$ cat config.mk
export PLATFORM = sky130hd
export DESIGN_NAME = lock_controller
export DESIGN_NICKNAME = d
export VERILOG_FILES = /design/src/rtl/lock_pkg.sv /design/src/rtl/edge_detect.sv /design/src/rtl/lock_controller.sv
export SDC_FILE = /design/constraint.sdc
export NUM_CORES = 1
export LEC_CHECK = 0
export CAP_MARGIN = 20
export CORE_MARGIN = 4
export CORE_UTILIZATION = 50
export DETAILED_ROUTE_END_ITERATION = 12
export HOLD_SLACK_MARGIN = 0.05
export PLACE_DENSITY = 0.7
export REMOVE_ABC_BUFFERS = 1
export SYNTH_ARGS = -nofsm -noshare
export SYNTH_HDL_FRONTEND = slang
export SYNTH_SLANG_ARGS = --single-unit
export TNS_END_PERCENT = 1
$ cat constraint.sdc
create_clock -name clk -period 3.6 [get_ports clk]
set_input_delay 0.72 -clock clk [delete_from_list [all_inputs] [get_ports clk]]
set_output_delay 0.72 -clock clk [all_outputs]
set_load 0.01 [all_outputs]
$ cat src/rtl/lock_pkg.sv
// Shared definitions for the combination-lock sequencer: state encodings
// and the width helpers used to size the index, tries and timer fields.
package lock_pkg;

  typedef enum logic [2:0] {
    ST_IDLE    = 3'd0,
    ST_ENTRY   = 3'd1,
    ST_CHECK   = 3'd2,
    ST_OPEN    = 3'd3,
    ST_LOCKOUT = 3'd4,
    ST_SET     = 3'd5
  } state_e;

  // Bits needed to index a digit; never narrower than one bit.
  function automatic int idx_width(input int num_digits);
    return (num_digits > 1) ? $clog2(num_digits) : 1;
  endfunction

  // Bits needed to hold a tries count from 0 up to max_tries.
  function automatic int tries_width(input int max_tries);
    return $clog2(max_tries + 1);
  endfunction

  // Bits needed for the shared lockout/relock down-counter.
  function automatic int timer_width(input int a, input int b);
    return $clog2(((a > b) ? a : b) + 1);
  endfunction

endpackage

$ cat src/rtl/edge_detect.sv
// Synchronous rising-edge detector for one debounced button level.
// A level held high produces exactly one pulse, in the cycle it first rises.
module edge_detect (
  input  logic clk,
  input  logic rst_n,
  input  logic level,
  output logic pulse
);

  logic prev_d;
  logic prev_q;

  // The remembered level is simply this cycle's level.
  always_comb begin
    prev_d = level;
  end

  // Hold the previous level; cleared on reset so buttons start "released".
  always_ff @(posedge clk) begin
    if (!rst_n) prev_q <= 1'b0;
    else        prev_q <= prev_d;
  end

  assign pulse = level & ~prev_q;

endmodule

$ cat src/rtl/lock_controller.sv
// Combination-lock sequencer: steps the user through code entry, checks it
// against the stored password, counts failures with a lockout period,
// auto-relocks after a timeout and lets an unlocked user change the password.
module lock_controller
  import lock_pkg::*;
#(
  parameter int NUM_DIGITS     = 8,
  parameter int MAX_TRIES      = 3,
  parameter int LOCKOUT_CYCLES = 250_000_000,
  parameter int RELOCK_CYCLES  = 500_000_000,
  parameter logic [4*NUM_DIGITS-1:0] DEFAULT_PW = 32'h1234_5678
) (
  input  logic                                clk,
  input  logic                                rst_n,
  input  logic                                btn_next,
  input  logic                                btn_set,
  input  logic [3:0]                          digit_in,
  output logic [2:0]                          state,
  output logic [idx_width(NUM_DIGITS)-1:0]    digit_idx,
  output logic [4*NUM_DIGITS-1:0]             entry_digits,
  output logic                                unlocked,
  output logic                                locked_out,
  output logic [tries_width(MAX_TRIES)-1:0]   tries_left,
  output logic                                fail_pulse
);

  localparam int CODE_W = 4 * NUM_DIGITS;
  localparam int IDX_W  = idx_width(NUM_DIGITS);
  localparam int TRY_W  = tries_width(MAX_TRIES);
  localparam int TMR_W  = timer_width(LOCKOUT_CYCLES, RELOCK_CYCLES);

  localparam logic [IDX_W-1:0] LAST_IDX    = IDX_W'(NUM_DIGITS - 1);
  localparam logic [TRY_W-1:0] TRIES_MAX   = TRY_W'(MAX_TRIES);
  localparam logic [TMR_W-1:0] LOCK_LOAD   = TMR_W'(LOCKOUT_CYCLES);
  localparam logic [TMR_W-1:0] RELOCK_LOAD = TMR_W'(RELOCK_CYCLES);
  localparam logic [TMR_W-1:0] TMR_ONE     = TMR_W'(1);

  // Replace the 4-bit slot selected by idx with d.
  function automatic logic [CODE_W-1:0] put_digit(input logic [CODE_W-1:0] code,
                                                  input logic [IDX_W-1:0]  idx,
                                                  input logic [3:0]        d);
    logic [CODE_W-1:0] res;
    res = code;
    for (int i = 0; i < NUM_DIGITS; i++) begin
      if (idx == IDX_W'(i)) res[4*i +: 4] = d;
    end
    return res;
  endfunction

  logic next_edge;
  logic set_edge;

  edge_detect u_next_edge (
    .clk   (clk),
    .rst_n (rst_n),
    .level (btn_next),
    .pulse (next_edge)
  );

  edge_detect u_set_edge (
    .clk   (clk),
    .rst_n (rst_n),
    .level (btn_set),
    .pulse (set_edge)
  );

  state_e            state_d,    state_q;
  logic [IDX_W-1:0]  idx_d,      idx_q;
  logic [CODE_W-1:0] entry_d,    entry_q;
  logic [CODE_W-1:0] stage_d,    stage_q;
  logic [CODE_W-1:0] pw_d,       pw_q;
  logic [TRY_W-1:0]  tries_d,    tries_q;
  logic [TMR_W-1:0]  timer_d,    timer_q;
  logic              fail_d,     fail_q;
  logic              unlocked_d, unlocked_q;
  logic              locked_d,   locked_q;

  // Next-state and datapath updates; one shared timer serves OPEN and LOCKOUT.
  always_comb begin
    state_d = state_q;
    idx_d   = idx_q;
    entry_d = entry_q;
    stage_d = stage_q;
    pw_d    = pw_q;
    tries_d = tries_q;
    timer_d = timer_q;
    fail_d  = 1'b0;

    case (state_q)
      ST_IDLE: begin
        if (next_edge) begin
          state_d = ST_ENTRY;
          idx_d   = '0;
          entry_d = '0;
        end
      end

      ST_ENTRY: begin
        if (next_edge) begin
          entry_d = put_digit(entry_q, idx_q, digit_in);
          if (idx_q == LAST_IDX) state_d = ST_CHECK;
          else                   idx_d   = idx_q + IDX_W'(1);
        end
      end

      ST_CHECK: begin
        if (entry_q == pw_q) begin
          state_d = ST_OPEN;
          tries_d = TRIES_MAX;
          timer_d = RELOCK_LOAD;
        end else begin
          fail_d = 1'b1;
          if (tries_q <= TRY_W'(1)) begin
            state_d = ST_LOCKOUT;
            tries_d = '0;
            timer_d = LOCK_LOAD;
          end else begin
            state_d = ST_IDLE;
            tries_d = tries_q - TRY_W'(1);
          end
        end
      end

      ST_LOCKOUT: begin
        // Expire on the cycle the count would reach zero, so a load of N
        // leaves LOCKOUT exactly N cycles after entry.
        if (timer_q <= TMR_ONE) begin
          state_d = ST_IDLE;
          tries_d = TRIES_MAX;
          timer_d = '0;
        end else begin
          timer_d = timer_q - TMR_ONE;
        end
      end

      ST_OPEN: begin
        if (set_edge) begin
          state_d = ST_SET;
          idx_d   = '0;
          entry_d = '0;
          stage_d = '0;
        end else if (next_edge) begin
          state_d = ST_IDLE;
          timer_d = '0;
        end else if (timer_q <= TMR_ONE) begin
          state_d = ST_IDLE;
          timer_d = '0;
        end else begin
          timer_d = timer_q - TMR_ONE;
        end
      end

      ST_SET: begin
        // Timer stays frozen here; it is reloaded on the way back to OPEN.
        if (set_edge) begin
          state_d = ST_OPEN;
          timer_d = RELOCK_LOAD;
        end else if (next_edge) begin
          stage_d = put_digit(stage_q, idx_q, digit_in);
          if (idx_q == LAST_IDX) begin
            pw_d    = stage_d;
            state_d = ST_OPEN;
            timer_d = RELOCK_LOAD;
          end else begin
            idx_d = idx_q + IDX_W'(1);
          end
        end
      end

      default: begin
        state_d = ST_IDLE;
      end
    endcase

    unlocked_d = (state_d == ST_OPEN);
    locked_d   = (state_d == ST_LOCKOUT);
  end

  // State, datapath and registered status outputs.
  always_ff @(posedge clk) begin
    if (!rst_n) begin
      state_q    <= ST_IDLE;
      idx_q      <= '0;
      entry_q    <= '0;
      stage_q    <= '0;
      pw_q       <= DEFAULT_PW;
      tries_q    <= TRIES_MAX;
      timer_q    <= '0;
      fail_q     <= 1'b0;
      unlocked_q <= 1'b0;
      locked_q   <= 1'b0;
    end else begin
      state_q    <= state_d;
      idx_q      <= idx_d;
      entry_q    <= entry_d;
      stage_q    <= stage_d;
      pw_q       <= pw_d;
      tries_q    <= tries_d;
      timer_q    <= timer_d;
      fail_q     <= fail_d;
      unlocked_q <= unlocked_d;
      locked_q   <= locked_d;
    end
  end

  assign state        = state_q;
  assign digit_idx    = idx_q;
  assign entry_digits = entry_q;
  assign unlocked     = unlocked_q;
  assign locked_out   = locked_q;
  assign tries_left   = tries_q;
  assign fail_pulse   = fail_q;

endmodule

-- After elaboration in Yosys (flattened, before gate mapping)
Cells that the tools add are included.
Widths: inputs -> output; s select.
- add/sub/neg operators: 3
- $lt $le $gt $ge: 2
- equality and inequality tests: 33
- mux-type cells: 55
- bitwise gates (word level): 5
- reductions and logical operators: 21
- operators with widths (kind ; count):
    $mux 29 ; 8
    $mux 32 ; 5
    $pmux 29 s4 ; 1
    $pmux 32 s3 ; 1
    $mux 4 ; 16
    $pmux 32 s2 ; 1
    $mux 3 ; 16
    $reduce_and 5->1 ; 9
    $eq 32x32->1 ; 1
    $ne 2x2->1 const B ; 15
    $le 29x1->1 const B ; 1
    $sub 29x1->29 const B ; 1
    $eq 3x3->1 const B ; 7
    $pmux 3 s6 ; 1
    $eq 3x2->1 const B ; 5
    $pmux 3 s4 ; 1
    $reduce_and 4->1 ; 3
    $ne 3x3->1 const B ; 3
    $reduce_bool 4->1 ; 2
    $eq 3x1->1 const B ; 2
    $logic_not 3->1 ; 2
    $mux 2 ; 3
    $pmux 2 s2 ; 1
    $reduce_and 2->1 ; 2
    other kinds (8) ; 12
- register bits: 138
- input port bits: 8

-- Logic depth before layout (Yosys ltp)
Gate-level depths: netlist of run 1.
- word-level depth: 6
- depth in mapped cells: 10

-- Cells and area by module
A second synthesis of run 1 with hierarchy kept.
- cells, all modules: 789
- area, all modules: 6756.5 um^2
- by module, submodules not included (module ; instances ; cells an instance ; area an instance (um^2) ; sequential area each (um^2)):
    lock_controller ; 1 ; 783 ; 6676.4 ; 2642.5
    edge_detect ; 2 ; 3 ; 40.0 ; 20.0

-- Worst setup path after synthesis of run 1
OpenSTA, ideal clock, no wires.
- kind: register -> register
- start: register idx_q[0], in the netlist digit_idx[0]
- end: register timer_q[28]
- arrival: 2.251 ns
- setup slack: 1.232 ns
- cell stages (with the launch flop): 11
- clock period less this slack: 2.368 ns
- path through: dfxtp_1 ha_1 ha_1 and3b_1 o31ai_1 nand2_1 nand2_1 clkbuf_1 clkbuf_1 o2bb2ai_1 a32o_1
- cells in the longest elaborated chain, start to end: 3
- RTL lines (item ; RTL line ; source):
    start, declared ; lock_controller.sv:68 ; logic [IDX_W-1:0] idx_d, idx_q;
    start signal, assigned ; lock_controller.sv:194 ; idx_q <= idx_d;
    $eq 3x3->1 ; lock_controller.sv:160 ; if (idx_q == LAST_IDX) begin
    $ne 3x3->1 (no source line) ; n/a ;
    $reduce_and 5->1 (no source line) ; n/a ;
    end signal, assigned ; lock_controller.sv:199 ; timer_q <= timer_d;
    end, declared ; lock_controller.sv:73 ; logic [TMR_W-1:0] timer_d, timer_q;
No other way between the ends.
A chain may end at the register's enable or synchronous reset.

-- Worst setup path in the final report of run 1
- start: register state_q[0], in the netlist state[0]
- end: register stage_q[12]
- cells in the longest elaborated chain, start to end: 3
- elaborated cells between the ends (all ways): 8
- RTL lines (item ; RTL line ; source):
    start, declared ; lock_controller.sv:67 ; state_e state_d, state_q;
    start signal, assigned ; lock_controller.sv:193 ; state_q <= state_d;
    $eq 3x3->1 / $eq 3x2->1 (equally long branches) ; lock_controller.sv:89 ; case (state_q)
    $ne 2x2->1 (no source line) / $reduce_bool 2->1 (equally long branches) ; n/a ;
    $reduce_and 4->1 (no source line) ; n/a ;
    end signal, assigned ; lock_controller.sv:196 ; stage_q <= stage_d;
    end, declared ; lock_controller.sv:70 ; logic [CODE_W-1:0] stage_d, stage_q;
Several ways; a longest one is shown, not always the timed one.

==> impl_metrics.ini, run 1 <==
[timing]
worstMarginPinSlew_ps = 993.3
tns_ps = 0
maxSlewViolCount = 0
min_period_over_period = 0.8085
rsz0062_at_grt = no
relSlewSlack = 0.3378
min_period_ps = 2911
skew_ps = 7.803
fmax_mhz = 343.6
hold_viol_final = 0
setup_viol = 0

[grt]
grt_max_degree = 95
globalRouteTotalUtil = 0.2529
grt_pass1_wl_um = 30160
grt_overflow = 0
grt_pass1_vias = 5933
grt_antenna_before_repair = 0

[finish]
multiInputGateArea_um2 = 3662
final_layout_size_suffix_gt1_frac = 0.08323
regArea_um2 = 2683
final_area_um2 = 7870
n_antenna_cell = 0
area_delta_synth_final_pct = 19.54
postLayoutCoreUtil = 0.6161
fillCellCount = 1078
nets = 846

[synth]
syn_area_um2 = 6584
yosysWarnings = 0
ys.flop_type = dfxtp_1
synth-edff-count = 0
synth_cell_types = 61
ys_ff_latch = 134
yosys.area.top_type = dfxtp_1
async_flop_share = 0
synth_most_common_cell = nor2_1
netlist.area_leader.share = 0.4074
yosysSeqAreaShare = 0.4074
synth_area_per_cell_um2 = 8.323
synth_common_cells = 143 x nor2_1, 134 x dfxtp_1, 74 x nand2_1, 52 x clkbuf_1, 37 x a21oi_1
synth_area_leaders = dfxtp_1 41%, nor2_1 8.2%, mux2i_1 5.5%
syn_inst = 791

[detailed_routing]
drt_wl_total_um = 18780
dr.max_layer_used = met4
route.met3.wl_um = 1398
drtPass1Iterations = 5
route.met2.wl_um = 8438
m1WireLength_um = 8612
drt_iter0_drc = 801
antenna_left = 0
viasPerCell = 6.220
via_count = 6301
routedWlPerCell_um = 18.54
drcViolationCount = 0

[floorplanning]
die_w_um = 122.8
core_area_um2 = 12770
fp.dieH_um = 122.8
fp-row-count = 41
initial_utilization = 0.5154
dieArea_um2 = 15070
io_pins = 51

[worst_hold_path]
worst_hold_startpoint = pw_q[30]
hold_path_depth = 2
min_path_type = reg2reg

[flow_run]
cap_violations = 0

[critical_path]
crit_slowest_cell = o22ai_2
crit_fanout = 14
required_ps = 3890
crit_buf_inv = 1
arrival_ps = 3200
reg2reg_depth = 7
crit_type = reg2reg
critPathLaunchType = register
crit_chain = nor2b_1, buf_4, nand2_1, o22ai_2, o21ai_0, a22oi_1, nor2_1
endpoint_kind = register
cpPeakStageDelay_ps = 640
cp_top_family = compound AO/OA/AOI/OAI gates
crit_path_start = state[0]
r2r-start = state[0]
path_depth = 7

[clock_tree]
cts_sinks = 134
root_buffer = clkbuf_16
post_cts_buffers = 0
cts_buffers = 17
cts_tree = yes
cts_buffer_depth = 2
clk_pin_slew_ps = 60
h-tree-depth = 4
clock_latency_ps = 420
post_cts_resized = 0
cts_hold_repair.buffers = 0

[status]
outcome = completed

[pwr]
peakVddDrop_v = 0.0002539
p_leak_nw = 2.758
p_per_area_nw_per_um2 = 425.1

[place]
gp_congestion = 0.8880
io_buffers = 50
place_area_um2 = 7313
dp_hpwl_um = 12270
per-stage QoR:
stage	cells	power (mW)	setup WS, ps	hold WS (ps)
after floorplan	734	1.634	111.2	448.8
after global placement	982	1.728	591.9	455.3
after detailed placement	982	1.731	520.5	462.9
after CTS	1013	3.358	733.0	470.3
after global routing	1013	3.441	487.8	485.6
final	1013	3.345	689.4	471.2
worst paths after layout:
path / end / slack [ps]
max: stage_q[12] / 690
min reg2reg: pw_q[30] / 470
min: pw_q[30] / 470
max reg2reg: stage_q[12] / 690
layout make-up:
type                            instances  share of cell area
Tap cell                              172             0.02734
Inverter                               12            0.005723
Clock buffer                           19             0.05755
Timing Repair Buffer                   76             0.08998
Clock inverter                         12             0.01320
Multi-Input combinational cell        588              0.4653
Sequential cell                       134              0.3409
worst min-delay path: cells and delay by family, from the launching register on:
kind | cells | cell delay (ps)
DFF | 1 | 320
and+or+nand+nor | 1 | 50
AOI/OAI and AO/OA | 1 | 50
kinds of logic after synthesis:
kind of cell / count (synthesis) / share of synthesized area
AO/OA/AOI/OAI: 187 / 0.2091
XOR/XNOR: 32 / 0.04257
flip-flops: 134 / 0.4074
AND/OR/NAND/NOR: 324 / 0.2290
multiplexers: 36 / 0.05473
buffers and inverters: 69 / 0.04010
adder cells (fa/ha/maj): 9 / 0.01710
layout by cell type (no fill, tap or decap), drive strengths merged, types with 4 or more instances in the layout:
master	n
a211oi	5
o31ai	20
nor2b	8
a31oi	16
a22oi	5
or4	6
nand3b	4
xnor2	32
nand3	18
clkbuf	19
ha	9
clkinv	6
mux2i	36
a21oi	38
nand2b	7
o21ai	12
nor4	11
o211ai	5
nand4	12
a32oi	24
and2	10
dfxtp	134
o311ai	29
clkdlybuf4s50	50
buf	26
nand2	74
nor2	143
inv	14
a311oi	15
nor3	20
report_power, final:
part,internal (mW),switching [mW]
Sequential,1.50,0.0149
Clock,0.980,0.663
Combinational,0.0724,0.120
routing by layer:
metal / global-route usage / vias to the layer above
met5: 0 / -
met4: 0.08677 / 0
met3: 0.04286 / 34
met2: 0.3782 / 295
met1: 0.3680 / 2997
li1: - / 2975
state kept, by name (all words and copies together) (netlist names):
register	flops
entry_digits	32
state	3
u_next_edge.prev_q	1
pw_q	32
fail_pulse	1
unlocked	1
tries_left	2
timer_q	29
u_set_edge.prev_q	1
locked_out	1
stage_q	28
digit_idx	3
Power figures use the tool's default switching activity.
==> run 2, diff against run 1 <==
Clock period 3.6 ns to 2.8 ns, I/O delays scaled along.
==> impl_metrics.ini, run 2 (synthesis results as in run 1) <==
[status]
outcome = completed

[pwr]
p_seq_frac = 0.451
p_int_mw = 3.251
p_leak_nw = 2.833
peakVddDrop_v = 0.0003080
switching_share = 0.2437
p_total_mw = 4.299
clockPowerShare = 0.487
comb_power_share = 0.062
switching_power_mw = 1.047
p_per_area_nw_per_um2 = 535.9

[flow_run]
cap_violations = 0

[detailed_routing]
via_count = 6301
drt_iter0_drc = 637
dr.max_layer_used = met4
viasPerCell = 6.117
m1WireLength_um = 8711
route.met3.wl_um = 1221
routedWlPerCell_um = 18.32
drtPass1Iterations = 5
route.met2.wl_um = 8564
drcViolationCount = 0
drt_wl_total_um = 18870
antenna_left = 0

[timing]
min_period_ps = 2575
rsz0062_at_grt = no
skew_ps = 7.477
relSlewSlack = 0.5011
min_period_over_period = 0.9196
fmax_mhz = 388.4
tns_ps = 0
maxSlewViolCount = 0
setup_viol = 0
hold_viol_final = 0
worstMarginPinSlew_ps = 748.4

[grt]
grt_pass1_vias = 5955
grt_pass1_wl_um = 30500
grt_overflow = 0
globalRouteTotalUtil = 0.2590
grt_antenna_before_repair = 0
grt_max_degree = 66

[place]
gp_congestion = 0.8636
io_buffers = 50
place_inst = 997
dp_hpwl_um = 12790

[floorplanning]
core_area_um2 = 12770
dieArea_um2 = 15070
initial_utilization = 0.5154
fp.dieH_um = 122.8
fp-row-count = 41
io_pins = 51
die_w_um = 122.8

[critical_path]
crit_path_start = digit_idx[0]
crit_type = reg2reg
crit-reg2reg-capture = timer_q[22]
rrSetupSlack_ps = 230
reg2reg_depth = 9
endpoint_kind = register
crit_fanout = 18
arrival_ps = 2870
critPathLaunchType = register
required_ps = 3090
r2r-start = digit_idx[0]
crit_end = timer_q[22]

[finish]
area_delta_synth_final_pct = 21.84
multiInputGateArea_um2 = 3662
final_cells = 1030
regArea_um2 = 2683
final_layout_size_suffix_gt1_frac = 0.1002
fillCellCount = 1081
final_common_cell = nor2_1
n_antenna_cell = 0
most-common-layout-cells = 143 x nor2_1, 134 x dfxtp_1, 74 x nand2_1
postLayoutCoreUtil = 0.6280
nets = 862

[worst_hold_path]
worst_hold_startpoint = pw_q[30]
hold_path_depth = 2
min_path_type = reg2reg

[clock_tree]
h-tree-depth = 4
cts_buffers = 17
cts_sinks = 134
cts_tree = yes
post_cts_resized = 0
clk_pin_slew_ps = 60
cts_hold_repair.buffers = 0
cts_buffer_depth = 2
root_buffer = clkbuf_16
post_cts_buffers = 0
clock_latency_ps = 430
-- run 2: cell count changes in the layout (fill, tap and decap cells not counted), sizes merged --
cell	before	now
clkinv	6	5
clkbuf	19	18
clkinvlp	3	4
inv	14	16
buf	26	42
-- run 2: worst max-delay path, stage by stage (launching register included) --
cell and delay, ps:
dfxtp_1 360, ha_1 240, ha_1 250, and3b_1 200, o31ai_1 260, nand2_1 120
nand2_1 100, or2_1 590, buf_4 240, o31ai_1 80
-- run 2: layer usage --
metal | GRT usage | vias up
met2 | 0.3970 | 258
met1 | 0.3620 | 2987
met5 | 0 | -
met4 | 0.09587 | 0
met3 | 0.04977 | 37
li1 | - | 3019
-- run 2: power by group through the flow --
stage | sequential [mW] | clock (mW) | combinational [mW]
3_5_place_dp | 1.98 | 0 | 0.264
3_3_place_gp | 1.98 | 0 | 0.262
4_1_cts | 1.94 | 2.12 | 0.266
2_1_floorplan | 1.98 | 0 | 0.116
6_report | 1.94 | 2.09 | 0.269
5_1_grt | 1.94 | 2.21 | 0.288
-- run 2: final cells by class --
type,instances,area share
Inverter,12,0.005615
Sequential cell,134,0.3344
Timing Repair Buffer,92,0.1076
Multi-Input combinational cell,588,0.4566
Clock buffer,18,0.05350
Tap cell,172,0.02683
Clock inverter,14,0.01544
-- run 2: worst min-delay path by stage --
stage,endpoint,slack [ps]
2_1_floorplan,pw_q[29],450
3_3_place_gp,pw_q[30],450
3_5_place_dp,pw_q[30],460
4_1_cts,pw_q[30],470
5_1_grt,pw_q[30],500
6_report,pw_q[30],480
-- run 2: through the flow --
stage          worst slack (ps)  instance area, µm²  hold slack, ps
2_1_floorplan            -688.8                6365           448.8
3_3_place_gp              150.5                7463           454.6
3_5_place_dp              91.80                7463           463.8
4_1_cts                   248.8                8016           472.2
5_1_grt                   29.94                8021           498.8
6_report                  225.0                8021           477.7
==> run 3, diff against run 2 <==
Settings changed: CAP_MARGIN 20 to default, CORE_MARGIN 4 to 5.
==> impl_metrics.ini, run 3 (synthesis results as in run 1) <==
[clock_tree]
cts_sinks = 134
clk_pin_slew_ps = 60
cts_buffer_depth = 2
cts_hold_repair.buffers = 0
post_cts_resized = 0
post_cts_buffers = 0
h-tree-depth = 4
root_buffer = clkbuf_16
clock_latency_ps = 430
cts_buffers = 17
cts_tree = yes

[pwr]
clockPowerShare = 0.497
p_per_area_nw_per_um2 = 542.5
p_leak_nw = 2.865
p_seq_frac = 0.440
switching_power_mw = 1.109
comb_power_share = 0.062
p_int_mw = 3.294
switching_share = 0.2518
peakVddDrop_v = 0.0006718

[finish]
n_antenna_cell = 0
regArea_um2 = 2686
most-common-layout-cells = 143 x nor2_1, 131 x dfxtp_1, 74 x nand2_1
area_delta_synth_final_pct = 23.28
multiInputGateArea_um2 = 3704
final_layout_size_suffix_gt1_frac = 0.1148
final_area_um2 = 8117
nets = 866
final_common_cell = nor2_1
postLayoutCoreUtil = 0.6203
fillCellCount = 1093

[grt]
gr-usage-met3 = 0.05617
use_met2 = 0.3791
grt_max_degree = 74
gr-max-usage-layer = met2
grt_antenna_before_repair = 0
globalRouteTotalUtil = 0.2448
grt_overflow = 0
grtUsageMet1 = 0.3385
grt_pass1_vias = 5962
grt_pass1_wl_um = 30990

[place]
io_buffers = 50
place_area_um2 = 7493
gp_congestion = 0.8947
dp_hpwl_um = 13210

[timing]
fin_hold_ws_ps = 467.1
relSlewSlack = 0.2121
maxSlewViolCount = 0
min_period_ps = 2704
hold_viol_final = 0
min_period_over_period = 0.9657
worstMarginPinSlew_ps = 1182
skew_ps = 11.62
fmax_mhz = 369.8
rsz0062_at_grt = yes
setup_viol = 0

[critical_path]
rrSetupSlack_ps = 100
arrival_ps = 3000
required_ps = 3100
r2r-start = timer_q[28]
reg2reg_depth = 7
crit-reg2reg-capture = timer_q[23]
crit_fanout = 30
critPathLaunchType = register
endpoint_kind = register
crit_type = reg2reg

[detailed_routing]
drtPass1Iterations = 5
antenna_left = 0
routedWlPerCell_um = 18.60
viasPerCell = 6.162
drcViolationCount = 0
via_count = 6396
drt_wl_total_um = 19310
drt_iter0_drc = 874

[floorplanning]
core_area_um2 = 13090
fp.dieH_um = 124.8
die_w_um = 124.8
dieArea_um2 = 15560
io_pins = 51
initial_utilization = 0.5032
fp-row-count = 42

[worst_hold_path]
min_path_type = reg2reg
hold_path_end = pw_q[30]
worst_hold_startpoint = pw_q[30]
hold_path_depth = 2

[flow_run]
cap_violations = 0

[status]
outcome = completed
run 3: cell count changes in the layout (fill, tap and decap cells not counted), sizes merged:
cell    change
inv         +2
buf         +4
clkinv      -2
run 3: worst max path at each step:
stage                 from     endpoint  slack (ps)  cells past startpoint
2_1_floorplan     state[0]  stage_q[12]        -690                      6
3_3_place_gp      btn_next   timer_q[0]         140                      7
3_5_place_dp   timer_q[21]  timer_q[23]         100                      7
4_1_cts        timer_q[25]  timer_q[23]          70                      7
5_1_grt        timer_q[28]  timer_q[14]         -40                      7
6_report       timer_q[28]  timer_q[23]         100                      7
run 3: layout make-up:
cell class                 instances  area share
inverter                          12    0.005550
tap                              176     0.02713
clock buffer                      18     0.05411
timing repair buffer              96      0.1088
sequential                       134      0.3310
multi-input combinational        588      0.4563
clock inverter                    14     0.01711
run 3: per-stage QoR:
| stage | power [mW] | setup WS [ps] | TNS (ps) | std cells |
|---|---|---|---|---|
| 3_3_place_gp | 2.243 | 138.0 | 0 | 1006 |
| 3_5_place_dp | 2.247 | 96.20 | 0 | 1006 |
| 5_1_grt | 4.547 | -42.61 | -176.0 | 1038 |
| 2_1_floorplan | 2.101 | -688.8 | -22260 | 734 |
| 4_1_cts | 4.415 | 72.46 | 0 | 1038 |
| 6_report | 4.403 | 96.11 | 0 | 1038 |
run 3: power by group through the flow:
stage / Combinational [mW] / Sequential, mW / Clock (mW)
6_report: 0.275 / 1.94 / 2.19
2_1_floorplan: 0.116 / 1.98 / 0
5_1_grt: 0.293 / 1.94 / 2.32
3_3_place_gp: 0.264 / 1.98 / 0
4_1_cts: 0.270 / 1.94 / 2.21
3_5_place_dp: 0.268 / 1.98 / 0
run 3: worst max-delay path: stages (launching register included):
cell and delay, ps:
dfxtp_2 340, nor4_4 280, buf_4 170, o211ai_1 180, o31ai_4 1020, a21oi_1 130, o311ai_2 320, o31ai_1 120
run 3: per-layer routing:
layer / part of all wire / wire [µm]
met5: 0 / 0
met4: 0.017 / 333
met3: 0.078 / 1514
met2: 0.46 / 8794
met1: 0.45 / 8663
==> edit (config.mk and constraints of run 3) <==
Put one more register stage on the output `digit_idx`, cleared by the reset. The value now appears one clock later. The other outputs are not delayed to match.
--- a/src/rtl/lock_controller.sv
+++ b/src/rtl/lock_controller.sv
@@ -204,7 +204,13 @@
   end
 
   assign state        = state_q;
-  assign digit_idx    = idx_q;
+  always_ff @(posedge clk) begin
+    if (!rst_n) begin
+      digit_idx <= '0;
+    end else begin
+      digit_idx <= idx_q;
+    end
+  end
   assign entry_digits = entry_q;
   assign unlocked     = unlocked_q;
   assign locked_out   = locked_q;
Function: changed (a bounded check fails within 4 cycles, from zero or initial values and one cycle with rst_n low).
==> edit against run 3 <==
Global-route usage grew 0.64 points. Highest routed layer is now met5. Core utilization up 0.64 points. Largest cell class unchanged. Synthesized cell count rose by 2.8%. Critical path depth is the same. Cell area up 1.8%. Total power is 5.1% higher. Sequential cell count grew 3. Cell count is 2.6% higher. Routed wire length increased by 3.7%. Synthesized area increased by 1.7%. Worst setup slack gained 74 ps.
==> edit: results (changes against run 3) <==
Outcome = finished clean
Clock latency on the worst-skew pair = 430 ps (about the same)
Seq group = 1.98 mW (+2%)
Multiplexer share of the synthesized area = 0.0419 (-0.0129)
DP Wirelength = 13500 um (+1.9%)
WP data arrival = 2920 ps (-80 ps)
Fraction of area in multi-input gates = 0.446 (-0.0101)
Drt initial violations = 702 (-20%)
First-pass GRT wire length = 32200 um (+4.0%)
Skew final = 7.38 ps (-4.24 ps)
CP max stage delay = 590 ps (-430 ps)
Sw Share = 0.234 (-0.0176)
Total CTS buffers = 17 (unchanged)
Final GP Congestion = 0.883 (-1.3%)
Compound-Gate Fraction of Synth Area = 0.226 (+0.0167)
Initial antenna violation count = 1 (+1)
Mapped Avg Cell Area = 8.24 sq um (-1.0%)
Post-synthesis xor/xnor area fraction = 0.0419 (-0.000716)
Flip-flop and latch count = 137 (+2.2%)
Register area share after synthesis = 0.410 (+0.00212)
Slowest cell on the critical path = or4b_4
Clk root buf = clkbuf_16
Crit path max fanout = 34 (+13%)
Non-clock inverters = 10 (-2)
Relative slew slack = 0.476 (+0.264)
Tot GR Track Use = 0.251 (+0.00637)
Adder-cell share of the synthesized area = 0.0168 (-0.000288)
Max VDD drop = 0.000411 V (-39%)
CP delay by family, top = simple AND/OR/NAND/NOR gates
Synth top cells by count = dfxtp_1 (137), nor2_1 (136), nand2_1 (81), a21oi_1 (51), clkbuf_1 (49)
Top post-synthesis cells by area = dfxtp_1 (41%), nor2_1 (7.6%), nand2_1 (4.5%)
Largest net degree at the start of global routing = 106 (+43%)
Clock group power = 2.39 mW (+9.1%)
Non-clock buffer share of cell area = 0.115 (+0.00589)
Synth cell types = 54 (-11%)
#MultiIn Comb = 607 (+3.2%)
Non-Clock Buffer Count = 103 (+7.3%)
Routed via count = 6542 (+2.3%)
Fraction of layout cells with a size suffix above 1 = 0.103 (-0.0114)
CTS clk-pin slew, worst paths = 60 ps (about the same)
Final clock-cell share = 0.0761 (+0.00491)
Vias in the first global route = 6161 (+3.3%)
Sequential cell area = 2740 sq um (+2.1%)
LEAKAGE = 3.16 nW (+10%)
Wire per inst = 18.8 um (+1.0%)
Fill cells = 1151 (+5.3%)
Clkbuf count = 20 (+2)
Layout Nets = 893 (+3.1%)
-- edit: cell count changes in the layout (fill, tap and decap cells not counted), moves of 8 or more --
| cell | change |
|---|---|
| mux2i_1 | -8 |
| xor2_1 | +32 |
| a31oi_1 | -11 |
| a21oi_1 | +15 |
| xnor2_1 | -32 |
| nor4_1 | +9 |
| o21ai_0 | +16 |
-- edit: per-layer routing --
layer  vias to the layer above  global-route usage  part of all wire
met2                       251               0.374              0.45
met1                      3116               0.349              0.46
met5                         -                   0           0.00065
li1                       3124                   -                 -
met3                        49              0.0584             0.066
met4                         2               0.110             0.026
-- edit: stage by stage --
| stage | hold WS [ps] | setup slack [ps] | cells | total power [mW] | area [sq um] |
|---|---|---|---|---|---|
| 2_1_floorplan | 441 | -579 | 754 | 2.14 | 6450 |
| 3_3_place_gp | 453 | 177 | 1033 | 2.27 | 7630 |
| 3_5_place_dp | 463 | 114 | 1033 | 2.27 | 7630 |
| 4_1_cts | 477 | 93.5 | 1065 | 4.64 | 8260 |
| 5_1_grt | 492 | 72.6 | 1065 | 4.76 | 8270 |
| 6_report | 478 | 170 | 1065 | 4.63 | 8270 |
-- edit: path summary, 6_finish.rpt --
| path | from | end | slack [ps] | cells after the start |
|---|---|---|---|---|
| worst max register to register | timer_q[17]$_SDFFE_PN0P_ | timer_q[16]$_SDFFE_PN0P_ | 170 | 7 |
| worst max-delay path | timer_q[17]$_SDFFE_PN0P_ | timer_q[16]$_SDFFE_PN0P_ | 170 | 7 |
| worst min register to register | pw_q[29]$_SDFFE_PN0P_ | pw_q[29]$_SDFFE_PN0P_ | 480 | 2 |
| worst min-delay path | pw_q[29]$_SDFFE_PN0P_ | pw_q[29]$_SDFFE_PN0P_ | 480 | 2 |
